[config.mk]
export PLATFORM = sky130hd
export DESIGN_NAME = cache_mem_arbiter_flat
export DESIGN_NICKNAME = d
export VERILOG_FILES = /design/src/rtl/cache_mem_arbiter_pkg.sv /design/src/rtl/cache_mem_arbiter_if.sv /design/src/rtl/cache_mem_arbiter_rr_arbiter2.sv /design/src/rtl/cache_mem_arbiter.sv /design/src/flat_wrapper.sv
export SDC_FILE = /design/constraint.sdc
export NUM_CORES = 1
export LEC_CHECK = 0
export CORE_MARGIN = 1
export CORE_UTILIZATION = 38
export CTS_BUF_LIST = sky130_fd_sc_hd__clkbuf_4 sky130_fd_sc_hd__clkbuf_8
export DETAILED_ROUTE_END_ITERATION = 8
export HOLD_SLACK_MARGIN = 0.1
export PLACE_DENSITY = 0.88
export SKIP_CTS_REPAIR_TIMING = 1
export SYNTH_ARGS = -nofsm -noshare
export SYNTH_HDL_FRONTEND = slang
export SYNTH_SLANG_ARGS = --single-unit
export TNS_END_PERCENT = 50
[constraint.sdc]
create_clock -name clk -period 3.5 [get_ports clk]
set_input_delay 0.7 -clock clk [delete_from_list [all_inputs] [get_ports clk]]
set_output_delay 0.7 -clock clk [all_outputs]
set_load 0.005 [all_outputs]
[src/rtl/cache_mem_arbiter_pkg.sv]
`default_nettype none
// ============================================================
// Module  : mem_arb_pkg
// Brief   : shared state and requester encodings for the cache/SDRAM arbiter
// Revision: 1.0
// ============================================================
package mem_arb_pkg;

    typedef enum logic [1:0] {
        IDLE = 2'd0,
        REQ  = 2'd1,
        XFER = 2'd2,
        DONE = 2'd3
    } arb_state_t;

    typedef enum logic {
        SRC_PROG = 1'b0,
        SRC_DATA = 1'b1
    } req_src_t;

endpackage
`default_nettype wire

[src/rtl/cache_mem_arbiter_if.sv]
`default_nettype none
// ============================================================
// Module  : cache_mem_arbiter_if
// Brief   : cache-side and SDRAM-side signals of the arbiter; slave = arbiter view
// Revision: 1.0
// ============================================================
interface cache_mem_arbiter_if #(
    parameter int ADDR_W = 24,
    parameter int DATA_W = 16
);
    logic              p_rd_req;
    logic [ADDR_W-1:0] p_addr;
    logic              p_rvalid;
    logic              p_done;
    logic              d_rd_req;
    logic              d_wr_req;
    logic [ADDR_W-1:0] d_addr;
    logic [DATA_W-1:0] d_wdata;
    logic              d_wnext;
    logic              d_rvalid;
    logic              d_done;
    logic [DATA_W-1:0] rdata;
    logic              mem_req;
    logic              mem_wr;
    logic [ADDR_W-1:0] mem_addr;
    logic [DATA_W-1:0] mem_wdata;
    logic              mem_ack;
    logic              mem_rvalid;
    logic [DATA_W-1:0] mem_rdata;
    logic              mem_wnext;
    logic              busy;

    modport slave (
        input  p_rd_req, p_addr, d_rd_req, d_wr_req, d_addr, d_wdata,
               mem_ack, mem_rvalid, mem_rdata, mem_wnext,
        output p_rvalid, p_done, d_wnext, d_rvalid, d_done, rdata,
               mem_req, mem_wr, mem_addr, mem_wdata, busy
    );

    modport master (
        output p_rd_req, p_addr, d_rd_req, d_wr_req, d_addr, d_wdata,
               mem_ack, mem_rvalid, mem_rdata, mem_wnext,
        input  p_rvalid, p_done, d_wnext, d_rvalid, d_done, rdata,
               mem_req, mem_wr, mem_addr, mem_wdata, busy
    );
endinterface
`default_nettype wire

[src/rtl/cache_mem_arbiter_rr_arbiter2.sv]
`default_nettype none
// ============================================================
// Module  : rr_arbiter2
// Brief   : two-way round-robin picker; the side not granted last wins a tie
// Revision: 1.0
// ============================================================
module rr_arbiter2
    import mem_arb_pkg::*;
(
    input  wire logic clk,
    input  wire logic reset,
    input  wire logic req_p,
    input  wire logic req_d,
    input  wire logic grant_en,
    output req_src_t  grant
);

    req_src_t r_rr_last;

    always_comb begin
        grant = SRC_PROG;
        if (req_p && req_d) begin
            grant = (r_rr_last == SRC_PROG) ? SRC_DATA : SRC_PROG;
        end else if (req_d) begin
            grant = SRC_DATA;
        end
    end

    // Resetting to PROG hands the first contention to the data side.
    always_ff @(posedge clk) begin
        if (reset) begin
            r_rr_last <= SRC_PROG;
        end else if (grant_en && (req_p || req_d)) begin
            r_rr_last <= grant;
        end
    end

endmodule
`default_nettype wire

[src/rtl/cache_mem_arbiter.sv]
`default_nettype none
// ============================================================
// Module  : cache_mem_arbiter
// Brief   : shares one SDRAM controller port between program and data caches
// Revision: 1.0
// ============================================================
module cache_mem_arbiter
    import mem_arb_pkg::*;
#(
    parameter int ADDR_W    = 24,
    parameter int DATA_W    = 16,
    parameter int BURST_LEN = 8
) (
    input  wire logic           clk,
    input  wire logic           reset,
    cache_mem_arbiter_if.slave  bus
);

    localparam int C_BEAT_CNT_W = $clog2(BURST_LEN);
    localparam logic [C_BEAT_CNT_W-1:0] C_LAST_BEAT = C_BEAT_CNT_W'(BURST_LEN - 1);

    arb_state_t              r_state;
    req_src_t                r_src;
    logic                    r_wr;
    logic                    r_mem_req;
    logic [ADDR_W-1:0]       r_mem_addr;
    logic                    r_p_done;
    logic                    r_d_done;
    logic                    r_busy;
    logic [C_BEAT_CNT_W-1:0] r_beat_cnt;

    req_src_t w_pick;
    logic     w_any_req;
    logic     w_window;
    logic     w_rd_beat;
    logic     w_wr_beat;
    logic     w_beat;
    logic     w_last;

    rr_arbiter2 u_rr (
        .clk      (clk),
        .reset    (reset),
        .req_p    (bus.p_rd_req),
        .req_d    (bus.d_rd_req | bus.d_wr_req),
        .grant_en (r_state == IDLE),
        .grant    (w_pick)
    );

    assign w_any_req = bus.p_rd_req | bus.d_rd_req | bus.d_wr_req;
    // The controller may return the first beat in the same cycle it acks.
    assign w_window  = (r_state == XFER) || ((r_state == REQ) && bus.mem_ack);
    assign w_rd_beat = w_window && !r_wr && bus.mem_rvalid;
    assign w_wr_beat = w_window &&  r_wr && bus.mem_wnext;
    assign w_beat    = w_rd_beat || w_wr_beat;
    assign w_last    = w_beat && (r_beat_cnt == C_LAST_BEAT);

    always_ff @(posedge clk) begin
        if (reset) begin
            r_state    <= IDLE;
            r_src      <= SRC_PROG;
            r_wr       <= 1'b0;
            r_mem_req  <= 1'b0;
            r_mem_addr <= '0;
            r_p_done   <= 1'b0;
            r_d_done   <= 1'b0;
            r_busy     <= 1'b0;
            r_beat_cnt <= '0;
        end else begin
            r_p_done <= 1'b0;
            r_d_done <= 1'b0;
            case (r_state)
                IDLE: begin
                    if (w_any_req) begin
                        r_src      <= w_pick;
                        r_wr       <= (w_pick == SRC_DATA) && bus.d_wr_req;
                        r_mem_addr <= (w_pick == SRC_PROG) ? bus.p_addr : bus.d_addr;
                        r_mem_req  <= 1'b1;
                        r_busy     <= 1'b1;
                        r_state    <= REQ;
                    end
                end
                REQ: begin
                    if (bus.mem_ack) begin
                        r_mem_req <= 1'b0;
                        r_state   <= XFER;
                    end
                end
                XFER: begin
                    if (w_last) begin
                        r_p_done <= (r_src == SRC_PROG);
                        r_d_done <= (r_src == SRC_DATA);
                        r_state  <= DONE;
                    end
                end
                DONE: begin
                    r_busy  <= 1'b0;
                    r_state <= IDLE;
                end
                default: r_state <= IDLE;
            endcase

            if (w_beat) begin
                r_beat_cnt <= w_last ? '0 : r_beat_cnt + 1'b1;
            end
        end
    end

    assign bus.mem_req   = r_mem_req;
    assign bus.mem_wr    = r_wr;
    assign bus.mem_addr  = r_mem_addr;
    assign bus.mem_wdata = bus.d_wdata;
    assign bus.rdata     = bus.mem_rdata;
    assign bus.p_rvalid  = w_rd_beat && (r_src == SRC_PROG);
    assign bus.d_rvalid  = w_rd_beat && (r_src == SRC_DATA);
    assign bus.d_wnext   = w_wr_beat;
    assign bus.p_done    = r_p_done;
    assign bus.d_done    = r_d_done;
    assign bus.busy      = r_busy;

endmodule
`default_nettype wire

[src/flat_wrapper.sv]
// flat-port wrapper written by rule: the top's interface ports become plain ports
module cache_mem_arbiter_flat import mem_arb_pkg::*;
#(
    parameter int ADDR_W    = 24,
    parameter int DATA_W    = 16,
    parameter int BURST_LEN = 8
)
  (clk, reset, bus_p_rd_req, bus_p_addr, bus_d_rd_req, bus_d_wr_req, bus_d_addr, bus_d_wdata, bus_mem_ack, bus_mem_rvalid, bus_mem_rdata, bus_mem_wnext, bus_p_rvalid, bus_p_done, bus_d_wnext, bus_d_rvalid, bus_d_done, bus_rdata, bus_mem_req, bus_mem_wr, bus_mem_addr, bus_mem_wdata, bus_busy);
  cache_mem_arbiter_if #(.ADDR_W(ADDR_W), .DATA_W(DATA_W)) bus_i ();
  input  wire logic clk;
  input  wire logic reset;
  input wire logic [$bits(bus_i.p_rd_req)-1:0] bus_p_rd_req;
  input wire logic [$bits(bus_i.p_addr)-1:0] bus_p_addr;
  input wire logic [$bits(bus_i.d_rd_req)-1:0] bus_d_rd_req;
  input wire logic [$bits(bus_i.d_wr_req)-1:0] bus_d_wr_req;
  input wire logic [$bits(bus_i.d_addr)-1:0] bus_d_addr;
  input wire logic [$bits(bus_i.d_wdata)-1:0] bus_d_wdata;
  input wire logic [$bits(bus_i.mem_ack)-1:0] bus_mem_ack;
  input wire logic [$bits(bus_i.mem_rvalid)-1:0] bus_mem_rvalid;
  input wire logic [$bits(bus_i.mem_rdata)-1:0] bus_mem_rdata;
  input wire logic [$bits(bus_i.mem_wnext)-1:0] bus_mem_wnext;
  output wire logic [$bits(bus_i.p_rvalid)-1:0] bus_p_rvalid;
  output wire logic [$bits(bus_i.p_done)-1:0] bus_p_done;
  output wire logic [$bits(bus_i.d_wnext)-1:0] bus_d_wnext;
  output wire logic [$bits(bus_i.d_rvalid)-1:0] bus_d_rvalid;
  output wire logic [$bits(bus_i.d_done)-1:0] bus_d_done;
  output wire logic [$bits(bus_i.rdata)-1:0] bus_rdata;
  output wire logic [$bits(bus_i.mem_req)-1:0] bus_mem_req;
  output wire logic [$bits(bus_i.mem_wr)-1:0] bus_mem_wr;
  output wire logic [$bits(bus_i.mem_addr)-1:0] bus_mem_addr;
  output wire logic [$bits(bus_i.mem_wdata)-1:0] bus_mem_wdata;
  output wire logic [$bits(bus_i.busy)-1:0] bus_busy;
  assign bus_i.p_rd_req = bus_p_rd_req;
  assign bus_i.p_addr = bus_p_addr;
  assign bus_i.d_rd_req = bus_d_rd_req;
  assign bus_i.d_wr_req = bus_d_wr_req;
  assign bus_i.d_addr = bus_d_addr;
  assign bus_i.d_wdata = bus_d_wdata;
  assign bus_i.mem_ack = bus_mem_ack;
  assign bus_i.mem_rvalid = bus_mem_rvalid;
  assign bus_i.mem_rdata = bus_mem_rdata;
  assign bus_i.mem_wnext = bus_mem_wnext;
  assign bus_p_rvalid = bus_i.p_rvalid;
  assign bus_p_done = bus_i.p_done;
  assign bus_d_wnext = bus_i.d_wnext;
  assign bus_d_rvalid = bus_i.d_rvalid;
  assign bus_d_done = bus_i.d_done;
  assign bus_rdata = bus_i.rdata;
  assign bus_mem_req = bus_i.mem_req;
  assign bus_mem_wr = bus_i.mem_wr;
  assign bus_mem_addr = bus_i.mem_addr;
  assign bus_mem_wdata = bus_i.mem_wdata;
  assign bus_busy = bus_i.busy;
  cache_mem_arbiter #(.ADDR_W(ADDR_W), .DATA_W(DATA_W), .BURST_LEN(BURST_LEN)) u_core (.clk(clk), .reset(reset), .bus(bus_i));
endmodule
Word-level counts from Yosys, hierarchy flattened
Index checks and enable logic that the tools add are counted.
{ "classes": {"add_sub_neg": 1, "n_mul": 0, "div_mod_pow": 0, "magnitude_cmp": 0, "eq_ne": 7, "n_shift": 0, "muxes": 13, "bitwise_logic": 6, "n_reduce_logical": 23} }
{ "ops": {"columns": ["cell", "count"], "rows": [
  ["24-bit two-way mux", 1],
  ["1-bit logical AND", 11],
  ["2-bit case mux with 4 select lines", 1],
  ["2-bit two-way mux", 3],
  ["3-bit AND reduction", 2],
  ["1-bit two-way mux", 5],
  ["2-bit equality test, second input constant", 2],
  ["2-bit by 1-bit inequality test with 1-bit output, second input constant", 2],
  ["1-bit case mux with 2 select lines", 2],
  ["2-bit AND reduction", 2],
  ["2-bit nonzero test", 2],
  ["3-bit by 1-bit adder with 3-bit output, second input constant", 1],
  ["3-bit equality test, second input constant", 1],
  ["1-bit logical OR", 3],
  ["3-bit two-way mux", 1],
  ["1-bit NOT", 3],
  ["1-bit OR", 3],
  ["3-bit OR reduction", 1],
  ["2-bit by 1-bit equality test with 1-bit output, second input constant", 1],
  ["2-bit logical NOT", 1],
  ["2-bit inequality test, second input constant", 1],
  ["1-bit logical NOT", 1]
]} }
{ "word_totals": {"regBits": 36, "latchBits": 0, "ramBits": 0, "mem_bits_ro": 0, "inputBits": 88, "out_inout_bits": 64, "wordCells": 60, "memories": 0} }

Depth between registers and ports, before layout
{ "logic_depth": {"word_depth": 9, "ltp_mapped": 6, "ltp_nobuf": 6} }

Cells and area by module
A second synthesis with hierarchy kept.
{ "unflattened": {"cells_unflattened": 212, "area_unflattened_um2": 2075.7} }
{ "by_module_without_submodules": {"columns": ["module", "instances", "cells_each", "area_per_inst_um2", "seq_area_each_um2"], "rows": [
  ["cache_mem_arbiter", 1, 207, 2021.9, 700.7],
  ["rr_arbiter2", 1, 5, 53.8, 20.0]
]} }

Worst setup path before layout
No wires, ideal clock.
{ "synth_timing": {"path_kind": "input-to-output", "startpoint": "input bus_mem_ack", "endpoint": "output bus_d_rvalid", "t_arrival_ns": 1.104, "required_time_ns": 2.800, "slack_ns": 1.696, "path_stages": 2, "n_path_buf": 0, "path_cell_list": "a21oi_1 -> nor4bb_1"} }
{ "synth_via": {"elab_chain_cells": 5} }
{ "synth_lines": {"columns": ["item", "line_no", "source"], "rows": [
  ["start: declaration", "flat_wrapper.sv:18", "input wire logic [$bits(bus_i.mem_ack)-1:0] bus_mem_ack;"],
  ["1-bit logical AND", "cache_mem_arbiter.sv:51", "assign w_window = (r_state == XFER) || ((r_state == REQ) && bus.mem_ack);"],
  ["1-bit logical OR", "cache_mem_arbiter.sv:51", null],
  ["1-bit logical AND (2 in a row)", "cache_mem_arbiter.sv:52", "assign w_rd_beat = w_window && !r_wr && bus.mem_rvalid;"],
  ["1-bit logical AND", "cache_mem_arbiter.sv:114", "assign bus.d_rvalid = w_rd_beat && (r_src == SRC_DATA);"],
  ["end: declaration", "flat_wrapper.sv:25", "output wire logic [$bits(bus_i.d_rvalid)-1:0] bus_d_rvalid;"]
]} }
Every way passes these cells.

Worst setup path in the final report
Same ends and word-level chain as after synthesis.

==> metrics.md <==
| Metric | Value |
|---|---|
| Core area | `around 0.0052 mm²` |
| Arr. time, crit path | `around 2.3 ns` |
| Detailed Place HPWL | `3.21 mm` |
| Worst Hold Class | `reg -> reg` |
| Startpoint type of the worst setup path | `input pin` |
| Worst path required time | `between 2 and 3 ns` |
| Seq/Total Area, Yosys | `34.4%` |
| Cell area after synthesis | `approximately 0.0021 mm²` |
| Worst-path maximum fanout | `5` |
| Die area | `0.00581 mm²` |
| Internal power | `about 1.3 mW` |
| CTS max path bufs | `2` |
| PnR Total Power | `1.89 mW` |
| Placed Instance Area | `roughly 0.0027 mm²` |
| Clock share of power | `between 10% and 20%` |
| Setup TNS | `0 ns` |
| Crit path max-delay cell type | `clkdlybuf4s50_1` |
| Initial antenna violation count | `0` |
| Slew headroom | `29.5%` |
| Net Count, Synth | `about 310` |
| YS warnings | `0` |
| Die height | `76.2 µm` |
| Tmin final | `a little under 3 ns` |
| Share of layout cells above drive strength 1 | `about 16%` |
| Ys flop type | `dfxtp_1` |
| Seq pwr share | `between 30% and 40%` |
| Switching Share | `around a third` |
| # diodes | `0` |
| Area grow syn2layout | `35.9%` |
| Post-route ant nets | `0` |
| Sw Pwr | `between 0.6 and 0.7 mW` |
| Cells after synthesis | `approximately 210` |
| Yosys reg bits | `36` |
| Clk_lat worst skew | `0.28 ns` |
| Status | `finished clean` |
| PD cells | `between 600 and 700 mW/mm²` |
| Post-Route Utilization | `a little over half` |
| Worst-margin pin slew | `1.05 ns` |
| Vias per std cell | `approximately 4.8` |
| Drt total wl | `roughly 4.4 mm` |
| Max Freq | `0.338 GHz` |
| Slowest stage delay, CP | `roughly 0.56 ns` |
| Clk sink count | `36` |
| Ranking of synthesized cells by area | `dfxtp_1 34%, a211oi_2 13%, mux2i_1 12%, buf_4 12%, nor2_1 4.8%` |
| Hold Violations, Final | `0` |
| Critical path type | `in -> out` |
| Post-synth EDFFs | `0` |
| Worst Clk Skew | `0.00464 ns` |
| Rows | `26` |
| Gr usage total | `15.7%` |
| Initial Util | `40.2%` |
| Vias in the first global route | `about 1,700` |
| Slew Limit Fails | `0` |
| Nets | `between 300 and 400` |
| Lkg Pwr | `approximately 1.1 nW` |
| First-pass GRT wire length | `7.36 mm` |
| Library cells used by synthesis | `35` |
| CP endpoint kind | `primary output` |
| RSZ-0062 raised after global routing | `false` |
| DRT iter0 DRCs | `19` |
| CTS root buf | `clkbuf_8` |
| Async set-reset flop share out of synthesis | `0%` |
| Max IR drop VDD | `0.670 mV` |
| Combinational Power Share | `48.0%` |
| Most area-hungry cell type in the Yosys netlist | `dfxtp_1` |
| Post-Syn Area per Cell | `roughly 10 µm²` |
| Die Span X | `approximately 76 µm` |
| Largest net degree at the start of global routing | `between 40 and 50` |
| Synth top area share | `between 30% and 40%` |
| Cell repeated most along the worst path | `clkdlybuf4s50_1` |
| Final Instance Area | `approximately 0.0028 mm²` |
| Max_cap viols | `0` |
| Pre-antenna DRT Iters | `4` |
| Fin crit share | `around 85%` |
| Via count | `1,601` |
| H-tree depth | `2` |
| Routability cong. | `about 0.79` |
| Overflow after GRT | `0` |
| Post-DR wirelength/cell | `13.0 µm` |
| Top Ports | `~150` |
| DRC Markers | `0` |
| Port-buffer cells | `87` |
| CP Cell Sequence | `clkdlybuf4s50_1, a21oi_1, nor4bb_1, clkdlybuf4s50_1` |
| Num CTS Buffers | `5` |
| Clock transition at path regs | `~0.070 ns` |
| Setup violators final | `0` |
| CTS tree | `built` |
layout make-up:
class / count / area [µm²]
Multi-Input combinational cell: 129 / 1040
Clock inverter: 2 / 35.0
Tap cell: 70 / 87.6
Clock buffer: 6 / 76.3
Sequential cell: 36 / 721
Inverter: 3 / 11.3
Fill cell: 484 / 2360
Timing Repair Buffer: 88 / 873
synth_stat cells (all sizes together), types with 2 or more instances:
cell    instances
a21oi           8
nand3b          2
nor3            2
nor2           27
mux2            2
clkbuf          2
dfxtp          36
nand2          12
ha              7
a211oi         25
nor4b           2
buf            41
nor2b           2
inv             3
mux2i          25
nand2b          4
o21ai           2
registers in the layout, summed over array words and instances, names as in the netlist:
register and count:
u_core.bus.p_done 1, u_core.bus.mem_req 1, u_core.r_beat_cnt 3, u_core.r_src 1, u_core.bus.mem_addr 24, u_core.bus.busy 1
u_core.bus.mem_wr 1, u_core.u_rr.r_rr_last 1, u_core.bus.d_done 1, u_core.r_state 2
logic make-up (layout without fill, tap and decap cells):
kind of cell / Yosys count / count (layout) / synth area share, %
simple gates: 58 / 58 / 14.2
buf+inv: 46 / 99 / 16.1
compound gates: 37 / 37 / 17.9
flops: 36 / 36 / 34.4
mux: 27 / 27 / 13.2
fa+ha+maj: 7 / 7 / 4.19
worst max-delay path: cells and delay by family:
kind / cells / cell delay, ns
simple gates: 1 / 0.33
buf+inv: 2 / 1.08
compound gates: 1 / 0.15
power groups by stage:
stage	logic, mW	registers, mW	clock network, mW
after floorplan	0.604	0.633	0
after global placement	0.895	0.624	0
after detailed placement	0.913	0.632	0
after CTS	0.918	0.624	0.378
after global routing	0.994	0.644	0.397
final	0.906	0.622	0.361
through the flow:
stage	setup WS (ns)	hold slack [ns]	cells
after global placement	0.655	0.444	326
after detailed placement	0.529	0.453	326
after CTS	0.527	0.462	334
after global routing	0.468	0.489	334
after floorplan	1.70	0.436	211
final	0.540	0.460	334
cells in the final DEF, fill, tap and decap left out, types with 2 or more instances in the layout:
cell type | synthesis | routed
nor3_2 | 2 | 2
a211oi_1 | 4 | 4
clkbuf_8 | 0 | 5
inv_1 | 3 | 3
a21oi_1 | 8 | 8
dfxtp_1 | 36 | 36
clkdlybuf4s50_1 | 0 | 86
nand2b_1 | 3 | 3
nor2_1 | 27 | 27
mux2i_1 | 25 | 25
nand2_1 | 12 | 12
a211oi_2 | 21 | 21
nand3b_1 | 2 | 2
nor4b_1 | 2 | 2
ha_1 | 7 | 7
layer usage:
metal  track usage, %  share of wire (%)  vias to the layer above
li1                 -                  -                      804
met1             16.9                 41                      733
met2             27.9                 51                       56
met3             6.23                6.7                        8
met4             5.19               0.83                        0
met5                0                  0                        -
worst paths after layout:
kind,cells past startpoint,slack (ns),startpoint,end
worst min register to register,2,0.46,u_core.r_beat_cnt[2],u_core.r_beat_cnt[2]
worst min-delay path,2,0.46,u_core.r_beat_cnt[2],u_core.r_beat_cnt[2]
worst max-delay path,4,0.54,bus_mem_ack,bus_d_rvalid
worst max register to register,6,1.70,u_core.r_state[0],u_core.bus.mem_addr[22]
Power figures use the tool's default switching activity.
